File: src/rtl/dac_feeder_pkg.sv
// Shared constants and helpers for the DAC sample feeder.
// The midscale helper is only used when DAC_FEEDER_MIDSCALE_EN is defined.
package dac_feeder_pkg;

  localparam int unsigned UNDERFLOW_CNT_W = 16;

  // Code that puts the DAC output at mid-range for the given width and number format.
  function automatic logic [31:0] midscale(input int unsigned width, input bit signedFmt);
    logic [31:0] code;
    code = '0;
    if (!signedFmt) begin
      code = 32'd1 << (width - 1);
    end
    return code;
  endfunction

endpackage

File: src/rtl/sample_fifo.sv
// Generic synchronous FIFO with combinational head read and wrap-bit pointers.
// Depth must be a power of two so the binary pointers wrap naturally.
module sample_fifo #(
  parameter int unsigned WIDTH = 28,
  parameter int unsigned DEPTH = 16
) (
  input  logic                       clk,
  input  logic                       reset,
  input  logic                       push,
  input  logic                       pop,
  input  logic                       flush,
  input  logic [WIDTH-1:0]           wdata,
  output logic [WIDTH-1:0]           rdata,
  output logic                       full,
  output logic                       empty,
  output logic [$clog2(DEPTH):0]     level
);

  localparam int unsigned AW = $clog2(DEPTH);
  localparam int unsigned PW = AW + 1;

  logic [PW-1:0]    wr_ptr_q, wr_ptr_d;
  logic [PW-1:0]    rd_ptr_q, rd_ptr_d;
  logic [WIDTH-1:0] mem_q [DEPTH];
  logic             push_ok;
  logic             pop_ok;

  assign level   = wr_ptr_q - rd_ptr_q;
  assign full    = (level == PW'(DEPTH));
  assign empty   = (level == '0);
  assign push_ok = push & ~full & ~flush;
  assign pop_ok  = pop & ~empty & ~flush;
  assign rdata   = mem_q[rd_ptr_q[AW-1:0]];

  always_comb begin
    wr_ptr_d = wr_ptr_q;
    rd_ptr_d = rd_ptr_q;
    if (flush) begin
      wr_ptr_d = '0;
      rd_ptr_d = '0;
    end else begin
      if (push_ok) begin
        wr_ptr_d = wr_ptr_q + PW'(1);
      end
      if (pop_ok) begin
        rd_ptr_d = rd_ptr_q + PW'(1);
      end
    end
  end

  always_ff @(posedge clk or posedge reset) begin
    if (reset) begin
      wr_ptr_q <= '0;
      rd_ptr_q <= '0;
    end else begin
      wr_ptr_q <= wr_ptr_d;
      rd_ptr_q <= rd_ptr_d;
    end
  end

  // Storage is not reset; contents are only meaningful between the pointers.
  always_ff @(posedge clk) begin
    if (push_ok) begin
      mem_q[wr_ptr_q[AW-1:0]] <= wdata;
    end
  end

endmodule

File: src/rtl/dac_sample_feeder.sv
// Buffers A/B sample pairs and releases one per ce strobe for the AD56x3 driver.
// Define DAC_FEEDER_MIDSCALE_EN to output midscale on underflow and after reset.
module dac_sample_feeder
  import dac_feeder_pkg::*;
#(
  parameter int unsigned DATA_WIDTH   = 14,
  parameter int unsigned FIFO_DEPTH   = 16,
  parameter int unsigned RATE_DIVIDER = 400,
  parameter int unsigned SIGNED_FMT   = 0
) (
  input  logic                            clk,
  input  logic                            reset,
  input  logic                            enable,
  input  logic                            flush,
  input  logic                            inValid,
  output logic                            inReady,
  input  logic [DATA_WIDTH-1:0]           inDataA,
  input  logic [DATA_WIDTH-1:0]           inDataB,
  output logic                            ce,
  output logic [DATA_WIDTH-1:0]           dataA,
  output logic [DATA_WIDTH-1:0]           dataB,
  output logic [$clog2(FIFO_DEPTH):0]     level,
  output logic                            underflow,
  input  logic                            underflowClr,
  output logic [UNDERFLOW_CNT_W-1:0]      underflowCnt
);

  localparam int unsigned LVL_W = $clog2(FIFO_DEPTH) + 1;
  localparam int unsigned RC_W  = $clog2(RATE_DIVIDER);
  localparam logic [RC_W-1:0] RC_LAST = RC_W'(RATE_DIVIDER - 1);

  typedef struct packed {
    logic [DATA_WIDTH-1:0] a;
    logic [DATA_WIDTH-1:0] b;
  } sample_pair_t;

`ifdef DAC_FEEDER_MIDSCALE_EN
  localparam logic [DATA_WIDTH-1:0] MID_CODE =
      DATA_WIDTH'(midscale(DATA_WIDTH, SIGNED_FMT != 0));
  localparam sample_pair_t RESET_PAIR = '{a: MID_CODE, b: MID_CODE};
`else
  localparam sample_pair_t RESET_PAIR = '0;
`endif

  if (SIGNED_FMT > 1) begin : g_bad_fmt
    $error("SIGNED_FMT must be 0 or 1");
  end
  if (RATE_DIVIDER < 2) begin : g_bad_rate
    $error("RATE_DIVIDER must be at least 2");
  end
  if (FIFO_DEPTH < 2 || (FIFO_DEPTH & (FIFO_DEPTH - 1)) != 0) begin : g_bad_depth
    $error("FIFO_DEPTH must be a power of two and at least 2");
  end

  logic [RC_W-1:0]            rc_q, rc_d;
  logic                       ce_q, ce_d;
  sample_pair_t               out_q, out_d;
  logic                       uf_q, uf_d;
  logic [UNDERFLOW_CNT_W-1:0] cnt_q, cnt_d;

  logic                       fifo_full;
  logic                       fifo_empty;
  logic [LVL_W-1:0]           fifo_level;
  logic [2*DATA_WIDTH-1:0]    head_raw;
  sample_pair_t               head;
  sample_pair_t               in_pair;
  logic                       push;
  logic                       pop;
  logic                       tick;

  assign in_pair = '{a: inDataA, b: inDataB};
  assign head    = head_raw;
  assign inReady = ~fifo_full & ~flush;
  assign push    = inValid & inReady;
  // Flush restarts the period, so it also suppresses a tick landing in the same cycle.
  assign tick    = enable & ~flush & (rc_q == RC_LAST);
  assign pop     = tick & ~fifo_empty;

  sample_fifo #(
    .WIDTH (2 * DATA_WIDTH),
    .DEPTH (FIFO_DEPTH)
  ) u_fifo (
    .clk   (clk),
    .reset (reset),
    .push  (push),
    .pop   (pop),
    .flush (flush),
    .wdata (in_pair),
    .rdata (head_raw),
    .full  (fifo_full),
    .empty (fifo_empty),
    .level (fifo_level)
  );

  always_comb begin
    rc_d = rc_q;
    if (flush || !enable) begin
      rc_d = '0;
    end else if (rc_q == RC_LAST) begin
      rc_d = '0;
    end else begin
      rc_d = rc_q + RC_W'(1);
    end
  end

  always_comb begin
    ce_d  = tick;
    out_d = out_q;
    if (pop) begin
      out_d = head;
    end else if (tick) begin
`ifdef DAC_FEEDER_MIDSCALE_EN
      out_d = RESET_PAIR;
`else
      out_d = out_q;
`endif
    end
  end

  always_comb begin
    uf_d  = uf_q;
    cnt_d = cnt_q;
    if (underflowClr) begin
      uf_d  = 1'b0;
      cnt_d = '0;
    end else if (tick && fifo_empty) begin
      uf_d = 1'b1;
      if (cnt_q != '1) begin
        cnt_d = cnt_q + UNDERFLOW_CNT_W'(1);
      end
    end
  end

  always_ff @(posedge clk or posedge reset) begin
    if (reset) begin
      rc_q  <= '0;
      ce_q  <= 1'b0;
      out_q <= RESET_PAIR;
      uf_q  <= 1'b0;
      cnt_q <= '0;
    end else begin
      rc_q  <= rc_d;
      ce_q  <= ce_d;
      out_q <= out_d;
      uf_q  <= uf_d;
      cnt_q <= cnt_d;
    end
  end

  assign ce           = ce_q;
  assign dataA        = out_q.a;
  assign dataB        = out_q.b;
  assign level        = fifo_level;
  assign underflow    = uf_q;
  assign underflowCnt = cnt_q;

endmodule

File: config.mk
export PLATFORM = sky130hd
export DESIGN_NAME = dac_sample_feeder
export DESIGN_NICKNAME = d
export VERILOG_FILES = /design/src/rtl/dac_feeder_pkg.sv /design/src/rtl/sample_fifo.sv /design/src/rtl/dac_sample_feeder.sv
export SDC_FILE = /design/constraint.sdc
export NUM_CORES = 1
export LEC_CHECK = 0
export BUFFER_PORTS_ARGS = -buffer_cell sky130_fd_sc_hd__buf_2
export CAP_MARGIN = 20
export CORE_AREA = 3 3 194 272
export DETAILED_ROUTE_END_ITERATION = 8
export DIE_AREA = 0 0 197 275
export GPL_ROUTABILITY_DRIVEN = 0
export SLEW_MARGIN = 20
export SYNTH_ARGS = -nofsm -noshare
export SYNTH_HDL_FRONTEND = slang
export SYNTH_SLANG_ARGS = --single-unit
File: constraint.sdc
create_clock -name clk -period 6.19 [get_ports clk]
set_input_delay 1.5475 -clock clk [delete_from_list [all_inputs] [get_ports clk]]
set_output_delay 1.5475 -clock clk [all_outputs]
set_load 0.005 [all_outputs]
Word level (Yosys, flattened, before mapping)
Memory sizes are Yosys's and may differ from the RTL's. A register that Yosys moved wholly into a read port is not among the register bits.
Index checks and enable logic that the tools add are counted.
{ "word_totals": {"regBits": 37, "latchBits": 0, "ram_bits": 448, "rom_bits": 0, "in_bits": 34, "mem_count": 1} }
{ "classes": {"addsub": 5, "mul": 0, "div": 0, "n_lt_le_gt_ge": 0, "n_eq_ne": 3, "shift": 0, "muxes": 13, "bitwise_logic": 12, "reduce_logical": 9} }
{ "memory_table": {"columns": ["name", "depth", "width", "read_ports", "rd_ports_with_merged_regs", "write_ports", "line", "text"], "rows": [
  ["u_fifo.mem_q", 16, 28, 1, 1, 1, "sample_fifo.sv:24", "logic [WIDTH-1:0] mem_q [DEPTH];"]
]} }
{ "ops": {"columns": ["op", "n"], "rows": [
  ["$mux W16", 3],
  ["$mux W5", 4],
  ["$mux W9", 2],
  ["$add A16 B1 Y16 const B", 1],
  ["$ne A16 B16 Y1 const B", 1],
  ["$add A5 B1 Y5 const B", 2],
  ["$add A9 B1 Y9 const B", 1],
  ["$and A1 B1 Y1", 9],
  ["$eq A9 B9 Y1 const B", 1],
  ["$reduce_bool A2 Y1", 4],
  ["$eq A5 B5 Y1 const B", 1],
  ["$logic_not A5 Y1", 1],
  ["$sub A5 B5 Y5", 1],
  ["$mux W1", 4],
  ["$not A1 Y1", 3],
  ["$reduce_and A2 Y1", 1],
  ["$logic_and A1 B1 Y1", 1],
  ["$logic_not A1 Y1", 1],
  ["$logic_or A1 B1 Y1", 1]
]} }

Longest topological paths before layout
Gate-level depths: netlist of run 1.
{ "depth": {"ltp_word": 9, "mapped_depth": 12, "ltp_nobuf": 9} }

Cells and area by module
Synthesis of run 1 repeated with hierarchy kept, for this count alone.
{ "unflattened": {"hier_cells": 1105, "hier_area_um2": 20435.8} }
{ "by_module_without_submodules": {"columns": ["mod", "n_inst", "cells_each", "area_per_inst_um2", "seq_area_each_um2"], "rows": [
  ["sample_fifo", 1, 887, 17887.2, 13703.1],
  ["dac_sample_feeder", 1, 218, 2548.7, 1376.3]
]} }

Worst setup path after synthesis of run 1
Ideal clock, no wire load.
{ "synth_timing": {"path_kind": "register to register", "start": "register u_fifo.rd_ptr_q[1]", "end": "memory u_fifo.mem_q[0][0] (enable)", "arrival_ps": 5355, "t_required_ps": 5706, "setup_slack_ps": 351, "path_stages_with_launch": 12, "n_path_buf": 4, "synth_period_minus_slack_ps": 5839, "path_cell_list": "dfrtp_1 buf_2 clkbuf_1 clkbuf_1 inv_1 fa_1 xor2_1 nand4b_1 a211oi_1 nand2b_1 buf_4 nor4_1"} }
{ "synth_via": {"elab_chain_len": 9} }
{ "synth_rtl": {"columns": ["item", "line", "text"], "rows": [
  ["from (decl)", "sample_fifo.sv:23", "logic [PW-1:0] rd_ptr_q, rd_ptr_d;"],
  ["from (signal assigned)", "sample_fifo.sv:57", "rd_ptr_q <= rd_ptr_d;"],
  ["$sub A5 B5 Y5 (*)", "sample_fifo.sv:28", "assign level = wr_ptr_q - rd_ptr_q;"],
  ["via level[2]", "dac_sample_feeder.sv:22", "output logic [$clog2(FIFO_DEPTH):0] level,"],
  ["$eq A5 B5 Y1 (*)", "sample_fifo.sv:29", "assign full = (level == PW'(DEPTH));"],
  ["$not A1 Y1 (*)", "sample_fifo.sv:31, dac_sample_feeder.sv:73", null],
  ["$and A1 B1 Y1", "dac_sample_feeder.sv:73", "assign inReady = ~fifo_full & ~flush;"],
  ["$and A1 B1 Y1", "dac_sample_feeder.sv:74", "assign push = inValid & inReady;"],
  ["$and A1 B1 Y1 (*) (2 in series)", "sample_fifo.sv:31", "assign push_ok = push & ~full & ~flush;"],
  ["$mux W1 (*)", "sample_fifo.sv:63", "if (push_ok) begin"],
  ["$mux W1 (not written as such) (*)", "sample_fifo.sv:64", "mem_q[wr_ptr_q[AW-1:0]] <= wdata;"],
  ["to (decl)", "sample_fifo.sv:24", null]
]} }
The timed path passes the listed nets; every way through them passes the cells marked *.

Final worst setup path of run 1
{ "layout_timing": {"start": "register u_fifo.rd_ptr_q[1]", "end": "output inReady"} }
{ "layout_via": {"elab_chain_len": 4} }
{ "layout_rtl": {"columns": ["item", "line", "text"], "rows": [
  ["$sub A5 B5 Y5", "sample_fifo.sv:28", null],
  ["$eq A5 B5 Y1", "sample_fifo.sv:29", null],
  ["$not A1 Y1", "dac_sample_feeder.sv:73", null],
  ["$and A1 B1 Y1", "dac_sample_feeder.sv:73", null],
  ["to (decl)", "dac_sample_feeder.sv:16", "output logic inReady,"]
]} }
No other way between the ends.

==> results.sh, run 1 <==
export IMPL_synthCells=1121
export IMPL_r2r_end="u_fifo.mem_q[13][17]"
export IMPL_whs_ns=0.484
export IMPL_synth_distinct_cells=51
export IMPL_fmax_ghz=0.195
export IMPL_ctsResizeCount=0
export IMPL_wl_met3_um=1980
export IMPL_hold_path_cell_count=1
export IMPL_grt_pass1_vias=11300
export IMPL_placedCellCount=1825
export IMPL_crit_arrival_ns=3.57
export IMPL_clkLatencyLatePin_ns=0.57
export IMPL_place_area_mm2=0.0215
export IMPL_die_x_um=197
export IMPL_fin_cells=1916
export IMPL_rsz0062_at_grt="false"
export IMPL_synthArstFlopShare_pct=12.7
export IMPL_status="finished clean"
export IMPL_num_rows=98
export IMPL_vias=10700
export IMPL_clk_path_buf_depth=3
export IMPL_fin_worst_skew_ns=0.0256
export IMPL_fin_ws_ns=1.07
export IMPL_worst_setup_path_start_kind="flop"
export IMPL_setup_viol=0
export IMPL_yosysWarnings=0
export IMPL_p_per_area_mw_per_mm2=299
export IMPL_pre_cts_ws_ns=1.64
export IMPL_dieArea_mm2=0.0542
export IMPL_hold_end="rc_q[0]"
export IMPL_multi_input_area_mm2=0.00491
export IMPL_ys_seq_area_share_pct=74.7
export IMPL_drt_iter0_markers=846
export IMPL_end_kind="output port"
export IMPL_ant_nets=0
export IMPL_wirelength_met1_um=19100
export IMPL_portBuffers=85
export IMPL_worst_pin_slew_ns=0.910
export IMPL_cts_tree="yes"
export IMPL_avgSynthCellArea_um2=18.0
export IMPL_period_minus_slack_ns=5.12
export IMPL_rrSetupSlack_ns=2.00
export IMPL_synth_edff_count=448
export IMPL_n_fill_cell=4387
export IMPL_drc_errors=0
export IMPL_hold_violations=0
export IMPL_synth_seq_cells=513
export IMPL_cts_hold_buf=0
export IMPL_grt_first_pass_wirelength_um=70600
export IMPL_core_mm2=0.0508
export IMPL_fin_tns_setup_ns=0
export IMPL_cp_required_ns=4.64
export IMPL_area_delta_synth_final_pct=14.4
export IMPL_place_hpwl_um=25800
export IMPL_cp_max_fo=35
export IMPL_top_layer="met5"
export IMPL_final_common_cell="edfxtp_1"
export IMPL_io_pins=86
export IMPL_utilization_pct=45.5
export IMPL_post_cts_setup_buffers=0
export IMPL_cts_sinks=513
export IMPL_final_cell_mix="448 x edfxtp_1, 115 x mux2_2, 85 x buf_2"
export IMPL_drive_gt1_share_pct=30.6
export IMPL_root_buffer="clkbuf_16"
export IMPL_netlist_area_mm2=0.0202
export IMPL_nNetsFinal=1272
export IMPL_report_power_total_mw=6.91
export IMPL_dr_pass1_iters=5
export IMPL_slew_viol_final=0
export IMPL_n_antenna_cell=0
export IMPL_wl_per_cell_um=24.2
export IMPL_wl_um=46400
export IMPL_worst_setup_path_type="reg2out"
export IMPL_finalCritPeriodShare_pct=82.7
export IMPL_die_h_um=275
export IMPL_viasPerCell=5.61
export IMPL_max_cap_viol_count=0
export IMPL_seq_area_mm2=0.0151
export IMPL_syn_nets=1167
export IMPL_cts_buffers=49
export IMPL_met2_length_um=24200
export IMPL_htreeDepth=2
export IMPL_clkTransAtPathRegs_ns=0.06
export IMPL_hold_path_class="reg2reg"
export IMPL_reg2regPathDepth=9
export IMPL_r2r_start="u_fifo.rd_ptr_q[1]"
export IMPL_antenna_found_initial=1
export IMPL_ir_worst_vdd_uv=211
export IMPL_power_leakage_nw=7.62
export IMPL_globalRouteTotalUtil_pct=17.2
export IMPL_grt_max_degree=52
export IMPL_hp_start="rc_q[0]"
export IMPL_start_util_pct=39.8
export IMPL_slew_headroom_pct=39.3
export IMPL_ys_flop_type="edfxtp_1"
export IMPL_globalRouteOverflowTotal=0
export IMPL_fin_area_mm2=0.0231
==> power breakdown <==
group | leakage (nW) | switching (mW) | total [mW] | internal [mW]
clock | 0.784 | 1.25 | 2.94 | 1.68
sequential | 4.94 | 0.00752 | 3.79 | 3.79
combinational | 1.90 | 0.140 | 0.183 | 0.0427
total | 7.62 | 1.40 | 6.91 | 5.51
==> critical path, cell delays in order (launching register included) <==
cell      delay [ns]
dfrtp_4         0.79
inv_1           0.19
fa_1            0.50
xor2_1          0.19
nand4b_1        0.30
a211oi_1        0.81
nor2_1          0.07
buf_2           0.16
==> final cells by class <==
type | instances | area share [%]
Multi-Input combinational cell | 533 | 21.2
Sequential cell | 513 | 65.3
Tap cell | 650 | 3.52
Clock inverter | 26 | 0.953
Timing Repair Buffer | 116 | 2.85
Inverter | 13 | 0.217
Clock buffer | 65 | 5.92
==> routing by layer <==
metal | vias to the layer above | track usage [%]
met4 | 2 | 4.82
li1 | 4745 | -
met1 | 5669 | 22.0
met2 | 261 | 30.8
met3 | 64 | 2.24
met5 | - | 0
==> sequential cells by signal, indices dropped and copies added (netlist names) <==
register and count:
underflow 1, underflowCnt 16, rc_q 9, dataA 14
u_fifo.wr_ptr_q 5, u_fifo.rd_ptr_q 5, u_fifo.mem_q 448, ce 1
dataB 14
==> cells by family after synthesis <==
group | after synthesis | synth area share (%)
buf+inv | 75 | 1.59
fa+ha+maj | 12 | 0.781
mux | 172 | 12.7
compound gates | 188 | 5.92
flops | 513 | 74.7
simple gates | 151 | 3.91
xor+xnor | 10 | 0.434
==> worst max-delay path by stage <==
stage,from,to,slack [ns],cells after the start
2_1_floorplan,u_fifo.rd_ptr_q[1],u_fifo.mem_q[0][0],0.35,11
3_3_place_gp,u_fifo.rd_ptr_q[1],inReady,1.68,7
3_5_place_dp,u_fifo.rd_ptr_q[1],inReady,1.64,7
4_1_cts,u_fifo.rd_ptr_q[1],inReady,1.03,7
5_1_grt,u_fifo.rd_ptr_q[0],inReady,0.71,8
6_report,u_fifo.rd_ptr_q[1],inReady,1.07,7
==> synthesized netlist by cell type (2+ instances only) <==
| cell | count | area, um2 |
|---|---|---|
| edfxtp_1 | 448 | 13500 |
| mux2_2 | 115 | 1290 |
| dfrtp_1 | 65 | 1630 |
| o21ai_0 | 61 | 305 |
| mux4_2 | 56 | 1260 |
| o22ai_1 | 56 | 350 |
| nor2_1 | 48 | 180 |
| clkbuf_1 | 39 | 146 |
| o221ai_1 | 28 | 245 |
| a21oi_1 | 20 | 100 |
| nand2_1 | 19 | 71.3 |
| nand3_1 | 18 | 90.1 |
| buf_2 | 16 | 80.1 |
| o31ai_1 | 14 | 105 |
| nor3_1 | 13 | 65.1 |
| inv_1 | 12 | 45.0 |
| ha_1 | 11 | 138 |
| or4_1 | 10 | 75.1 |
| nor4_1 | 6 | 37.5 |
| xor2_1 | 6 | 52.6 |
| and3_1 | 5 | 31.3 |
| nand4_1 | 5 | 31.3 |
| nand3b_1 | 4 | 30.0 |
| or3_1 | 4 | 25.0 |
| xnor2_1 | 4 | 35.0 |
| buf_1 | 3 | 11.3 |
| buf_4 | 3 | 22.5 |
| nand2b_1 | 3 | 18.8 |
| nor2b_1 | 3 | 18.8 |
| o311ai_0 | 3 | 26.3 |
| and2_1 | 2 | 12.5 |
| and4_1 | 2 | 17.5 |
No activity file was read; power rests on OpenSTA's default activity.
==> inputs of run 2 (changes only) <==
clock period = 4.4 ns   (was 6.19 ns; I/O delays follow)
==> run 2 against run 1 <==
Against the previous run:
- setup slack got worse by 0.82 ns
- clock skew decreased by 0.0055 ns
- flip-flop and latch count did not move
- via count up 0.70%
- global-route usage rose by 0.29 points
- largest cell class unchanged
- design area grew 0.73%
- critical path depth is 3 higher
==> results.sh, run 2 (synthesis gave the netlist of run 1 again) <==
export IMPL_status="finished clean"
export IMPL_nNetsFinal=1281
export IMPL_cts_buffers=49
export IMPL_hp_start="rc_q[0]"
export IMPL_wl_per_cell_um=24.6
export IMPL_worst_setup_path_type="reg2out"
export IMPL_worst_pin_slew_ns=1.08
export IMPL_place_area_mm2=0.0216
export IMPL_whs_ns=0.479
export IMPL_ant_nets=0
export IMPL_hold_end="rc_q[0]"
export IMPL_grt_first_pass_wirelength_um=71300
export IMPL_crit_arrival_ns=3.05
export IMPL_num_rows=98
export IMPL_die_h_um=275
export IMPL_final_cell_mix="448 x edfxtp_1, 115 x mux2_2, 85 x buf_2"
export IMPL_root_buffer="clkbuf_16"
export IMPL_area_delta_synth_final_pct=15.2
export IMPL_start_util_pct=39.8
export IMPL_drc_errors=0
export IMPL_end_kind="output port"
export IMPL_hold_violations=0
export IMPL_portBuffers=85
export IMPL_drt_iter0_markers=828
export IMPL_hold_path_cell_count=1
export IMPL_max_cap_viol_count=0
export IMPL_fin_cells=1926
export IMPL_power_leakage_nw=7.69
export IMPL_io_pins=86
export IMPL_fin_tns_setup_ns=0
export IMPL_grt_max_degree=119
export IMPL_dieArea_mm2=0.0542
export IMPL_clkTransAtPathRegs_ns=0.07
export IMPL_cp_max_fo=6
export IMPL_placedCellCount=1834
export IMPL_htreeDepth=2
export IMPL_globalRouteOverflowTotal=0
export IMPL_clkLatencyLatePin_ns=0.57
export IMPL_viasPerCell=5.62
export IMPL_cp_required_ns=3.30
export IMPL_worst_setup_path_start_kind="flop"
export IMPL_rsz0062_at_grt="false"
export IMPL_r2r_end="u_fifo.mem_q[4][4]"
export IMPL_core_mm2=0.0508
export IMPL_fmax_ghz=0.241
export IMPL_rrSetupSlack_ns=0.60
export IMPL_report_power_total_mw=9.79
export IMPL_r2r_start="u_fifo.wr_ptr_q[0]"
export IMPL_largest_reg_flops=448
export IMPL_cts_hold_buf=0
export IMPL_slew_headroom_pct=28.3
export IMPL_globalRouteTotalUtil_pct=17.5
export IMPL_p_per_area_mw_per_mm2=421
export IMPL_grt_pass1_vias=11200
export IMPL_cts_tree="yes"
export IMPL_setup_viol=0
export IMPL_wl_um=47400
export IMPL_slew_viol_final=0
export IMPL_final_common_cell="edfxtp_1"
export IMPL_ir_worst_vdd_uv=257
export IMPL_dr_pass1_iters=5
export IMPL_clk_path_buf_depth=3
export IMPL_drive_gt1_share_pct=32.0
export IMPL_fin_worst_skew_ns=0.0200
export IMPL_place_hpwl_um=26500
export IMPL_die_x_um=197
export IMPL_period_minus_slack_ns=4.15
export IMPL_vias=10800
export IMPL_hold_path_class="reg2reg"
export IMPL_antenna_found_initial=2
export IMPL_finalCritPeriodShare_pct=94.3
export IMPL_n_antenna_cell=0
export IMPL_cts_sinks=513
export IMPL_reg2regPathDepth=10
export IMPL_fin_area_mm2=0.0233
run 2: worst max path at each step:
stage	depth (start not counted)	startpoint	to	slack, ns
after floorplan	12	u_fifo.rd_ptr_q[1]	u_fifo.mem_q[10][0]	-0.84
after global placement	11	u_fifo.wr_ptr_q[0]	u_fifo.mem_q[6][5]	0.79
after detailed placement	11	u_fifo.wr_ptr_q[0]	u_fifo.mem_q[6][7]	0.63
final	10	u_fifo.wr_ptr_q[0]	inReady	0.25
after CTS	10	u_fifo.wr_ptr_q[0]	inReady	0.14
after global routing	10	u_fifo.wr_ptr_q[0]	inReady	0.004
run 2: metrics by stage:
| step | worst slack [ns] | utilization (%) |
|---|---|---|
| floorplan | -0.837 | - |
| global placement | 0.786 | 42.6 |
| detailed placement | 0.631 | 42.6 |
| CTS | 0.135 | 45.8 |
| global route | 0.00350 | 45.8 |
| finish | 0.249 | 45.8 |
run 2: cell type report:
type / count / area (um2)
multi-input cells: 533 / 4950
well taps: 650 / 813
clock buffers: 67 / 1410
clock inverters: 25 / 219
repair buffers: 125 / 738
fillers: 4386 / 27500
flip-flops and latches: 513 / 15100
inverters: 13 / 51.3
run 2: report_power, final:
group	switching, mW	total (mW)	internal (mW)
Combinational	0.202	0.265	0.0636
Sequential	0.0101	5.34	5.33
Clock	1.81	4.19	2.39
Total	2.02	9.79	7.78
run 2: repair_timing:
item                       CTS  global route
gates resized for setup      0             1
setup endpoints to repair    0             1
buffers inserted             0             0
run 2: critical path: stages (launching register included):
cell and delay [ns]:
dfrtp_1 0.42, inv_1 0.14, ha_1 0.19, inv_1 0.06, fa_1 0.48, nor3b_1 0.20, nand4b_1 0.28, a211oi_2 0.35
buf_4 0.20, nor2_1 0.05, buf_2 0.13
run 2: per-layer routing:
metal / wire length [um] / vias to the layer above / global-route usage [%]
met5: 0 / - / 0
met4: 1520 / 0 / 6.23
met3: 1920 / 90 / 2.12
met2: 24600 / 276 / 30.6
met1: 19400 / 5687 / 22.6
li1: - / 4763 / -
